==> src/rtl/sap_pkg.sv <==
// Shared SAP-1 microsequencer definitions: opcodes,
// named control words and the sequencer state encodings.
package sap_pkg;

   localparam logic [3:0] OP_LDA = 4'h0;
   localparam logic [3:0] OP_ADD = 4'h1;
   localparam logic [3:0] OP_SUB = 4'h2;
   localparam logic [3:0] OP_OUT = 4'hE;
   localparam logic [3:0] OP_HLT = 4'hF;

   // {Cp,Ep,Lm_n,Ce_n,Li_n,Ei_n,La_n,Ea,Su,Eu,Lb_n,Lo_n}
   localparam logic [11:0] CW_FETCH_T1 = 12'h5E3;
   localparam logic [11:0] CW_FETCH_T2 = 12'hBE3;
   localparam logic [11:0] CW_FETCH_T3 = 12'h263;
   localparam logic [11:0] CW_IR_TO_MAR = 12'h1A3;
   localparam logic [11:0] CW_LDA_T5 = 12'h2C3;
   localparam logic [11:0] CW_ALU_T5 = 12'h2E1;
   localparam logic [11:0] CW_ADD_T6 = 12'h3C7;
   localparam logic [11:0] CW_SUB_T6 = 12'h3CF;
   localparam logic [11:0] CW_OUT_T4 = 12'h3F2;
   localparam logic [11:0] CW_IDLE = 12'h3E3;

   typedef enum logic [2:0] {
      S_T1, S_T2, S_T3, S_T4, S_T5, S_T6, S_WAIT, S_HALT
   } state_t;

   // Run/park mode kept beside the T-state ring.
   typedef enum logic [1:0] {
      M_RUN, M_WAIT, M_HALT
   } mode_t;

endpackage

==> src/rtl/sap_ring_counter.sv <==
// Six-bit one-hot T-state ring (bit0 = T1).
// Ports: clock, reset (async low), advance, clear (to T1), hold; ring out.
module sap_ring_counter (
   input  logic       clock,
   input  logic       reset,
   input  logic       advance,
   input  logic       clear,
   input  logic       hold,
   output logic [5:0] ring
);

   always_ff @(posedge clock or negedge reset) begin
      if (!reset) begin
         ring <= 6'b000001;
      end else if (clear) begin
         ring <= 6'b000001;
      end else if (!hold && advance) begin
         ring <= {ring[4:0], ring[5]};
      end
   end

endmodule

==> src/rtl/sap_microsequencer.sv <==
// SAP-1 control sequencer: T-state ring, step/halt mode and control-word decode.
// Ports: clock, reset (async low), instruction, step_mode, step;
//        control_word, t_state, halted, instr_done.
module sap_microsequencer
   import sap_pkg::*;
(
   input  logic        clock,
   input  logic        reset,
   input  logic [3:0]  instruction,
   input  logic        step_mode,
   input  logic        step,
   output logic [11:0] control_word,
   output logic [5:0]  t_state,
   output logic        halted,
   output logic        instr_done
);

   mode_t      mode_q;
   mode_t      mode_n;
   state_t     state;
   logic [5:0] ring;
   logic       advance;
   logic       clear;
   logic       hold;
   logic       done_q;

   sap_ring_counter u_ring (
      .clock   (clock),
      .reset   (reset),
      .advance (advance),
      .clear   (clear),
      .hold    (hold),
      .ring    (ring)
   );

   // While parked the ring holds its last T-state; the mode masks it.
   always_comb begin
      state = S_T1;
      if (mode_q == M_HALT) begin
         state = S_HALT;
      end else if (mode_q == M_WAIT) begin
         state = S_WAIT;
      end else begin
         unique case (1'b1)
            ring[0]: state = S_T1;
            ring[1]: state = S_T2;
            ring[2]: state = S_T3;
            ring[3]: state = S_T4;
            ring[4]: state = S_T5;
            ring[5]: state = S_T6;
            default: state = S_T1;
         endcase
      end
   end

   always_ff @(posedge clock or negedge reset) begin
      if (!reset) begin
         mode_q <= M_RUN;
         done_q <= 1'b0;
      end else begin
         mode_q <= mode_n;
         done_q <= (state == S_T6);
      end
   end

   always_comb begin
      mode_n  = mode_q;
      advance = 1'b0;
      clear   = 1'b0;
      hold    = 1'b0;
      unique case (state)
         S_T4: begin
            if (instruction == OP_HLT) begin
               mode_n = M_HALT;
               hold   = 1'b1;
            end else begin
               advance = 1'b1;
            end
         end
         S_T6: begin
            if (step_mode) begin
               mode_n = M_WAIT;
               hold   = 1'b1;
            end else begin
               advance = 1'b1;
            end
         end
         S_WAIT: begin
            if (step || !step_mode) begin
               mode_n = M_RUN;
               clear  = 1'b1;
            end else begin
               hold = 1'b1;
            end
         end
         S_HALT: hold = 1'b1;
         default: advance = 1'b1;
      endcase
   end

   always_comb begin
      control_word = CW_IDLE;
      case (state)
         S_T1: control_word = CW_FETCH_T1;
         S_T2: control_word = CW_FETCH_T2;
         S_T3: control_word = CW_FETCH_T3;
         S_T4: begin
            case (instruction)
               OP_LDA, OP_ADD, OP_SUB: control_word = CW_IR_TO_MAR;
               OP_OUT: control_word = CW_OUT_T4;
               default: control_word = CW_IDLE;
            endcase
         end
         S_T5: begin
            case (instruction)
               OP_LDA: control_word = CW_LDA_T5;
               OP_ADD, OP_SUB: control_word = CW_ALU_T5;
               default: control_word = CW_IDLE;
            endcase
         end
         S_T6: begin
            case (instruction)
               OP_ADD: control_word = CW_ADD_T6;
               OP_SUB: control_word = CW_SUB_T6;
               default: control_word = CW_IDLE;
            endcase
         end
         default: control_word = CW_IDLE;
      endcase
   end

   assign t_state    = (mode_q == M_RUN) ? ring : 6'b000000;
   assign halted     = (mode_q == M_HALT);
   assign instr_done = done_q;

endmodule
==> config.mk <==
export PLATFORM = sky130hd
export DESIGN_NAME = sap_microsequencer
export DESIGN_NICKNAME = d
export VERILOG_FILES = /design/src/rtl/sap_pkg.sv /design/src/rtl/sap_ring_counter.sv /design/src/rtl/sap_microsequencer.sv
export SDC_FILE = /design/constraint.sdc
export NUM_CORES = 1
export LEC_CHECK = 0
export CAP_MARGIN = 5
export CELL_PAD_IN_SITES_DETAIL_PLACEMENT = 0
export CELL_PAD_IN_SITES_GLOBAL_PLACEMENT = 2
export CORE_MARGIN = 8
export CORE_UTILIZATION = 27
export DETAILED_ROUTE_END_ITERATION = 6
export PLACE_DENSITY = 0.92
export REMOVE_ABC_BUFFERS = 1
export SLEW_MARGIN = 20
export SYNTH_ARGS = -nofsm -noshare
export SYNTH_HDL_FRONTEND = slang
export SYNTH_SLANG_ARGS = --single-unit
==> constraint.sdc <==
create_clock -name clock -period 2.3 [get_ports clock]
set_input_delay 0.23 -clock clock [delete_from_list [all_inputs] [get_ports clock]]
set_output_delay 0.23 -clock clock [all_outputs]
set_load 0.01 [all_outputs]
-- Word level (Yosys, flattened, before mapping)
Cells that the tools add are included.
- register bits: 9
- bits of input ports: 8
- logic and storage cells: 55
- output and inout bits: 20
- muxes and demuxes: 23
- equality and inequality tests: 16
- reductions and logical operators: 13
- operators with widths (kind ; count):
    $pmux W12 S6 ; 1
    $pmux W10 S2 ; 1
    $mux W6 ; 3
    $pmux W9 S2 ; 1
    $pmux W3 S5 ; 1
    $eq A3 B3 Y1 const B ; 4
    $pmux W6 S2 ; 1
    $eq A4 B4 Y1 const B ; 2
    $mux W1 ; 7
    $eq A3 B2 Y1 const B ; 2
    $mux W2 ; 3
    $mux W3 ; 2
    $ne A2 B2 Y1 const B ; 3
    $pmux W2 S3 ; 1
    $eq A4 B1 Y1 const B ; 1
    $eq A4 B2 Y1 const B ; 1
    $logic_not A4 Y1 ; 1
    $pmux W1 S4 ; 1
    $reduce_and A4 Y1 ; 1
    $reduce_or A2 Y1 ; 2
    $eq A3 B1 Y1 const B ; 1
    $logic_not A3 Y1 ; 1
    $pmux W1 S3 ; 1
    $reduce_bool A3 Y1 ; 1
    other kinds (8) ; 9

-- Longest topological paths before layout
Gate-level depths: netlist (run 1).
- depth after elaboration: 9
- gate-level depth with buffers: 5
- mapped depth without buffers: 4

-- By module
Synthesis (run 1) repeated with hierarchy kept, for this count alone.
- cell total of the unflattened synthesis: 95
- area total of the unflattened synthesis: 779.5 um^2
- by module, submodules not included (module ; area each (um^2) ; sequential area each (um^2) ; cells each ; times used):
    sap_microsequencer ; 498.0 ; 75.1 ; 73 ; 1
    sap_ring_counter ; 281.5 ; 151.4 ; 22 ; 1

-- Least setup slack after synthesis (run 1)
No wires, ideal clock.
- path kind: register to output
- start point: reg u_ring.ring[1]
- end point: out control_word[5]
- path buffers: 1
- path slack: 579 ps
- data required time: 2070 ps
- arrival time: 1491 ps
- cell stages (with the launch flop): 6
- cells stage by stage: dfrtp_1 buf_6 or3_1 o21ai_2 a211oi_1 o21ai_0
- longest elaborated chain between the ends: 5
- elaborated cells between the ends (all ways): 10
- those cells by class: eq/ne: 5; mux: 4; reduce/logical: 1
- ends and longest elaborated chain (what ; line ; RTL):
    start, declared ; sap_ring_counter.sv:9 ; output logic [5:0] ring
    start signal, assigned ; sap_ring_counter.sv:18 ; ring <= {ring[4:0], ring[5]};
    $pmux W3 S5 (*) ; sap_microsequencer.sv:44 ; unique case (1'b1)
    $mux W3 (*) ; sap_microsequencer.sv:41 ; end else if (mode_q == M_WAIT) begin
    $mux W3 (*) ; sap_microsequencer.sv:39 ; if (mode_q == M_HALT) begin
    $eq A3 B3 Y1 (tied with other cells) ; sap_microsequencer.sv:103 ; case (state)
    $pmux W12 S6 (*) ; sap_microsequencer.sv:103 ;
    end, declared ; sap_microsequencer.sv:12 ; output logic [11:0] control_word,
Every way passes the cells marked *; elsewhere a longest branch is shown, timed or not.

-- Worst setup path after layout (run 1)
- start point: reg u_ring.ring[5]
- end point: out control_word[10]
Same word-level chain as after synthesis.

==> results.md, run 1 <==
- H-tree lvl count: 1
- Unrepaired setup endpoints after global routing: no
- Starting DRC count in detailed routing: 28
- Crit start category: register
- Initial antenna violation count: 0
- Hold Violations, Final: 0
- Total CTS buffers: 3
- Routed Wire Length: 2410 um
- HPWL Detailed: ~1900 um
- Drt drc: 0
- ANT nets after route: 0
- Layout Nets: around 150
- Distinct cells, synth: 45
- R2R Setup Slk: around 540 ps
- Seq/Total Area, Yosys: a little over a quarter
- Initial Util: between 20 and 30%
- Via count: between 900 and 1k
- Core area: 0.00300 mm2
- GR Util met2: approximately 16%
- Syn Inst Count: roughly 100
- Reg2reg path depth: 5
- CP Class: register to output port
- Hold Buf Count CTS: 0
- Reg-to-Reg Start: mode_q[1]
- Synth Register Bits: 9
- Largest fanout on the critical path: 8
- Pre-CTS WS: approximately 180 ps
- Mapped Area: about 840 um2
- Top cell type's share of synthesized area: 23.9%
- Worst vdd ir: roughly 0.00031 V
- Leakage: ~0.56 nW
- M1 GR Usage: around a tenth
- Die Span Y: between 70 and 80 um
- Final setup viols: 0
- Hold crit path type: input pin to asynchronous set/reset pin
- First-pass GRT wire length: 3770 um
- Status: finished clean
- Ports: 28
- Slew margin rel.: 72.8%
- Max Root-Sink Buffers: 2
- Max Freq: roughly 0.45 GHz
- Router iterations before antenna repair: 4
- Warnings, synthesis: 0
- # fillers: roughly 300
- Share of layout cells above drive strength 1: roughly a third
- Minimum clock period: between 2000 and 2500 ps
- Row cnt: 20
- Worst-Skew Late Latency: 260 ps
- Top post-synthesis cells by area: dfrtp_1, buf_6, a22o_1
- Synth Flop Type: dfrtp_1
- Area leader, netlist: dfrtp_1
- GRT Overall Usage: under 10%
- Final period utilization: between 90 and 100%
- TritonCTS Sinks: 9
- Fraction of registers with async set/reset: 100%
- Vias in the first global route: around 860
- Wire length per cell: between 10 and 15 um
- Final Max Slew Viols: 0
- Slew @ Worst Pin: slightly above 400 ps
- Syn avg cell area: ~8.5 um2
- CP required: between 2000 and 2500 ps
- Power density cells: around 1300 mW/mm2
- Clock skew: about 5.8 ps
- MaxCap Viol Count: 0
- Number of diodes: 0
- Worst-path clk slew: roughly 60 ps
- Area grow syn2layout: 52.5%
- CTS tree: built
- Met3 Usage GRT: about 2.4%
- Die W: 71.7 um
- Number of synthesized flops with an enable pin: 0
- Reg2Reg Capture Point: u_ring.ring[5]
- Congestion Overflow GR: 0
- Root buffer cell: clkbuf_4
- DP Cell Count: between 150 and 200
- GP Congestion: about 0.84
- CP endpoint kind: output port
- PortBufs: 27
- Worst hold slack: approximately 250 ps
- Final worst slack: slightly below 90 ps
- Critical path arrival: about 2000 ps
- Vias per std cell: around 5.3
- Post-route insts no fill: 170
- GRT busiest layer: met2
- Setup tns final: 0 ps
- Die area: around 0.0051 mm2
- Largest net degree at the start of global routing: 11
[how the worst max path moves through the flow]
stage	start	to	slack, ps	cells after the start
after floorplan	u_ring.ring[3]	control_word[5]	580	4
after global placement	u_ring.ring[5]	control_word[5]	210	5
after detailed placement	instruction[0]	control_word[5]	180	5
after CTS	u_ring.ring[5]	control_word[4]	10	6
after global routing	u_ring.ring[5]	control_word[10]	20	4
final	u_ring.ring[5]	control_word[10]	90	4
[per-layer routing]
metal	share of wire (%)	vias to the layer above	wire, um
met3	5.6	2	136
li1	-	439	-
met2	54	26	1290
met5	0	-	0
met4	0.37	0	9
met1	40	439	972
[what timing repair did]
item	4_1_cts	5_1_grt
pin swaps	1	1
gates resized for setup	7	8
endpoints found under the setup margin	6	6
buffers inserted	1	1
[worst max-delay path, stage by stage (launching register included)]
cell	delay (ps)
dfrtp_2	450
or3_4	370
o21ai_4	170
and3_1	200
clkdlybuf4s50_1	540
[placed cells by master, fill, tap and decap left out, drive strengths merged, types with 2 or more instances in the layout]
| master | count |
|---|---|
| and3 | 3 |
| dfrtp | 8 |
| and2b | 3 |
| nor2 | 9 |
| dlygate4sd2 | 2 |
| clkdlybuf4s50 | 23 |
| nand2 | 5 |
| nand3 | 3 |
| a21oi | 3 |
| buf | 14 |
| a22o | 5 |
| nor3b | 2 |
| a32oi | 2 |
| inv | 6 |
| xor2 | 2 |
| or3 | 2 |
| dlymetal6s2s | 2 |
| and2 | 4 |
| o21ai | 3 |
| a31oi | 3 |
| nor3 | 6 |
| nor2b | 2 |
| clkbuf | 3 |
| nand4 | 4 |
[kinds of logic after synthesis]
logic type      synth area share [%]
simple gates                    35.7
compound gates                  23.2
buf+inv                         10.0
flops                           27.1
xor+xnor                        4.04
[cell usage after synthesis (all sizes together) (2+ instances only)]
master  number
nand3        3
buf          5
xor2         2
a22o         5
inv          6
and3         3
a31oi        3
a32oi        2
a21oi        3
nor3b        2
or3          2
nor3         6
nor2b        2
dfrtp        8
nand4        4
nand2        5
and2b        3
nor2         9
o21ai        3
and2         4
[power by group]
group	switching (mW)	internal, mW	leakage [nW]	total [mW]
logic	0.619	0.640	0.426	1.26
clock network	0.0532	0.0640	0.0177	0.117
registers	0.0586	0.227	0.113	0.286
[final cells by class]
class,instances,area [um2],share of cell area [%]
clock buffers,3,22.5,1.76
clock inverters,1,5.00,0.392
inverters,6,22.5,1.76
multi-input cells,77,578,45.3
flip-flops and latches,9,229,17.9
well taps,33,41.3,3.24
repair buffers,41,378,29.6
[per-stage QoR]
step	util (%)	area [um2]	total power, mW
2_1_floorplan	-	776	0.909
4_1_cts	41.1	1230	1.59
5_1_grt	42.5	1280	1.78
6_report	42.5	1280	1.66
3_5_place_dp	39.2	1180	1.42
3_3_place_gp	39.2	1180	1.42
[registers in the layout (all words and copies together) (netlist names)]
signal	count
u_ring.ring	6
instr_done	1
mode_q	2
No activity file was read; power rests on OpenSTA's default activity.
==> run 2: changes to the inputs <==
==> constraint.sdc (replaced) <==
create_clock -name clock -period 2.3 [get_ports clock]
set_input_delay 0.23 -clock clock [delete_from_list [all_inputs] [get_ports clock]]
set_output_delay 0.23 -clock clock [all_outputs]
set_load 0.02 [all_outputs]
==> run 2 against run 1 <==
  * Register-to-register slack worse by 40 ps
  * Worst setup slack better by 1.7 ps
  * Non-clock buffer count shrank 2
  * Cell count shrank 1.2%
  * Hold slack lost 4.3 ps
  * Maximum frequency about the same
  * Cell area decreased by 2.9%
  * Critical path depth rose by 1
  * Total power down 1.9%
  * Die area is the same
  * Sequential share of layout area is 0.34 points higher
  * Largest power group unchanged
==> results.md, run 2 (same netlist as run 1, synthesis figures left out) <==
- Vias per std cell: 5.29 (-0.82%)
- TritonCTS Sinks: 9 (unchanged)
- Max FFs per register: 6 (unchanged)
- Reg area: 226 um2 (-1.1%)
- CP endpoint kind: output port
- Worst-Skew Late Latency: 270 ps (about the same)
- Highest Signal Layer: met4
- Initial antenna violation count: 0 (unchanged)
- Starting DRC count in detailed routing: 49 (+75%)
- Top reg by flops: u_ring.ring
- Max Root-Sink Buffers: 2 (unchanged)
- Layout Nets: 144 (-1.4%)
- CP required: 2070 ps (about the same)
- Die area: 0.00514 mm2 (unchanged)
- Root buffer cell: clkbuf_4
- Critical path arrival: 1980 ps (about the same)
- Unrepaired setup endpoints after global routing: no
- PortBufs: 27 (unchanged)
- Reg-to-Reg Start: mode_q[0]
- Status: finished clean
- Slew @ Worst Pin: 418 ps (+14.8 ps)
- CTS tree: built
- CP Class: register to output port
- Wire length on met3: 143 um (+5.1%)
- First-pass GRT wire length: 3730 um (-1.1%)
- Core area: 0.00300 mm2 (unchanged)
- Postcts setup bufs: 0 (-1)
- Wire length per cell: 14.0 um (-1.6%)
- Crit start category: register
- Die W: 71.7 um (unchanged)
- Drt drc: 0 (unchanged)
- Hold crit path type: input pin to asynchronous set/reset pin
- Share of layout cells above drive strength 1: 25.9% (-5.5 points)
- Congestion Overflow GR: 0 (unchanged)
- H-tree lvl count: 1 (unchanged)
- Area occupied by multi-input gates: 566 um2 (-2.2%)
- Initial Util: 27.9% (unchanged)
- Power density cells: 1320 mW/mm2 (+1.1%)
- HPWL Detailed: 1870 um (-2.4%)
- ANT nets after route: 0 (unchanged)
- Largest net degree at the start of global routing: 11 (unchanged)
- Number of diodes: 0 (unchanged)
- Die Span Y: 71.7 um (unchanged)
- Area grow syn2layout: 48.0%
- Clock skew: 10.6 ps (+4.83 ps)
- # fillers: 304 (+2.7%)
- Final Max Slew Viols: 0 (unchanged)
- Router iterations before antenna repair: 4 (unchanged)
- GRT Overall Usage: 8.89% (+0.10 points)
- Ports: 28 (unchanged)
- Leakage: 0.550 nW (-1.2%)
- Most frequent cells in the layout: clkdlybuf4s50_1, buf_4, nor2_1
- Worst-path clk slew: 70 ps (about the same)
- Commonest non-fill, non-tap cell in the layout: clkdlybuf4s50_1
- Met2 WL: 1130 um (-12%)
- Worst vdd ir: 0.000268 V (-13%)
- DP Cell Count: 164 (unchanged)
- Slew margin rel.: 72.0% (-0.82 points)
- Routed Wire Length: 2350 um (-2.7%)
- Total CTS buffers: 3 (unchanged)
- MaxCap Viol Count: 0 (unchanged)
- Final period utilization: 96.2% (about the same)
- Vias in the first global route: 795 (-7.1%)
- DRT met1 WL: 1030 um (+6.1%)
- Largest fanout on the critical path: 6 (-2)
- Setup tns final: 0 ps (unchanged)
- Final setup viols: 0 (unchanged)
- Minimum clock period: 2210 ps (-1.72 ps)
- GP Congestion: 0.808 (-4.3%)
- Max Freq: 0.452 GHz (about the same)
- Via count: 888 (-2.0%)
- Post-route insts no fill: 168 (-1.2%)
- Row cnt: 20 (unchanged)
- Hold Violations, Final: 0 (unchanged)
- Crit path launch: mode_q[0]
-- run 2: cell types whose count changed in the layout (fill, tap and decap cells not counted), moves of 2 or more --
| cell | before | now |
|---|---|---|
| dlygate4sd2_1 | 2 | 7 |
| dfrtp_1 | 6 | 8 |
| dfrtp_2 | 2 | 0 |
| buf_4 | 14 | 12 |
| clkdlybuf4s50_1 | 23 | 18 |
-- run 2: cell type report --
class,instances,share of cell area [%]
timing repair buffer,39,28.8
inverter,6,1.82
tap,33,3.33
multi-input combinational,77,45.7
sequential,9,18.3
clock buffer,4,2.12
-- run 2: what timing repair did --
action,CTS,global route
setup endpoints to repair,11,4
hold buffers,0,0
gates resized for setup,10,5
-- run 2: report_power, final --
group	total, mW	switching [mW]	internal [mW]
registers	0.290	0.0653	0.225
clock network	0.126	0.0592	0.0669
logic	1.22	0.667	0.549
-- run 2: routing by layer --
| metal | global-route usage, % | vias to the layer above |
|---|---|---|
| li1 | - | 436 |
| met1 | 10.9 | 418 |
| met2 | 14.1 | 30 |
| met3 | 1.81 | 4 |
| met4 | 4.99 | 0 |
| met5 | 0 | - |
-- run 2: worst max-delay path: stages (launching register included) --
cell	delay [ps]
dfrtp_1	460
xor2_4	250
nor3_2	240
buf_4	160
nand3_1	70
clkdlybuf4s50_1	540
-- run 2: stage by stage --
stage / hold slack, ps / cell area (um2) / power, mW / utilization (%) / setup slack [ps]
after floorplan: -65.6 / 776 / 0.988 / - / 371
after global placement: 485 / 1180 / 1.47 / 39.2 / 56.1
after detailed placement: 509 / 1180 / 1.47 / 39.2 / 84.3
after CTS: 256 / 1210 / 1.60 / 40.4 / 37.4
after global routing: 287 / 1240 / 1.76 / 41.3 / 1.17
final: 250 / 1240 / 1.63 / 41.3 / 88.5
-- run 2: path summary, 6_finish.rpt --
check                      slack [ps]  cells after the start              end
max reg2reg                       500                      5   u_ring.ring[3]
max                                90                      5  control_word[6]
max in group asynchronous        1720                      1   u_ring.ring[0]
min reg2reg                       520                      2   u_ring.ring[0]
min                               250                      1   u_ring.ring[5]
min in group clock                520                      2   u_ring.ring[0]
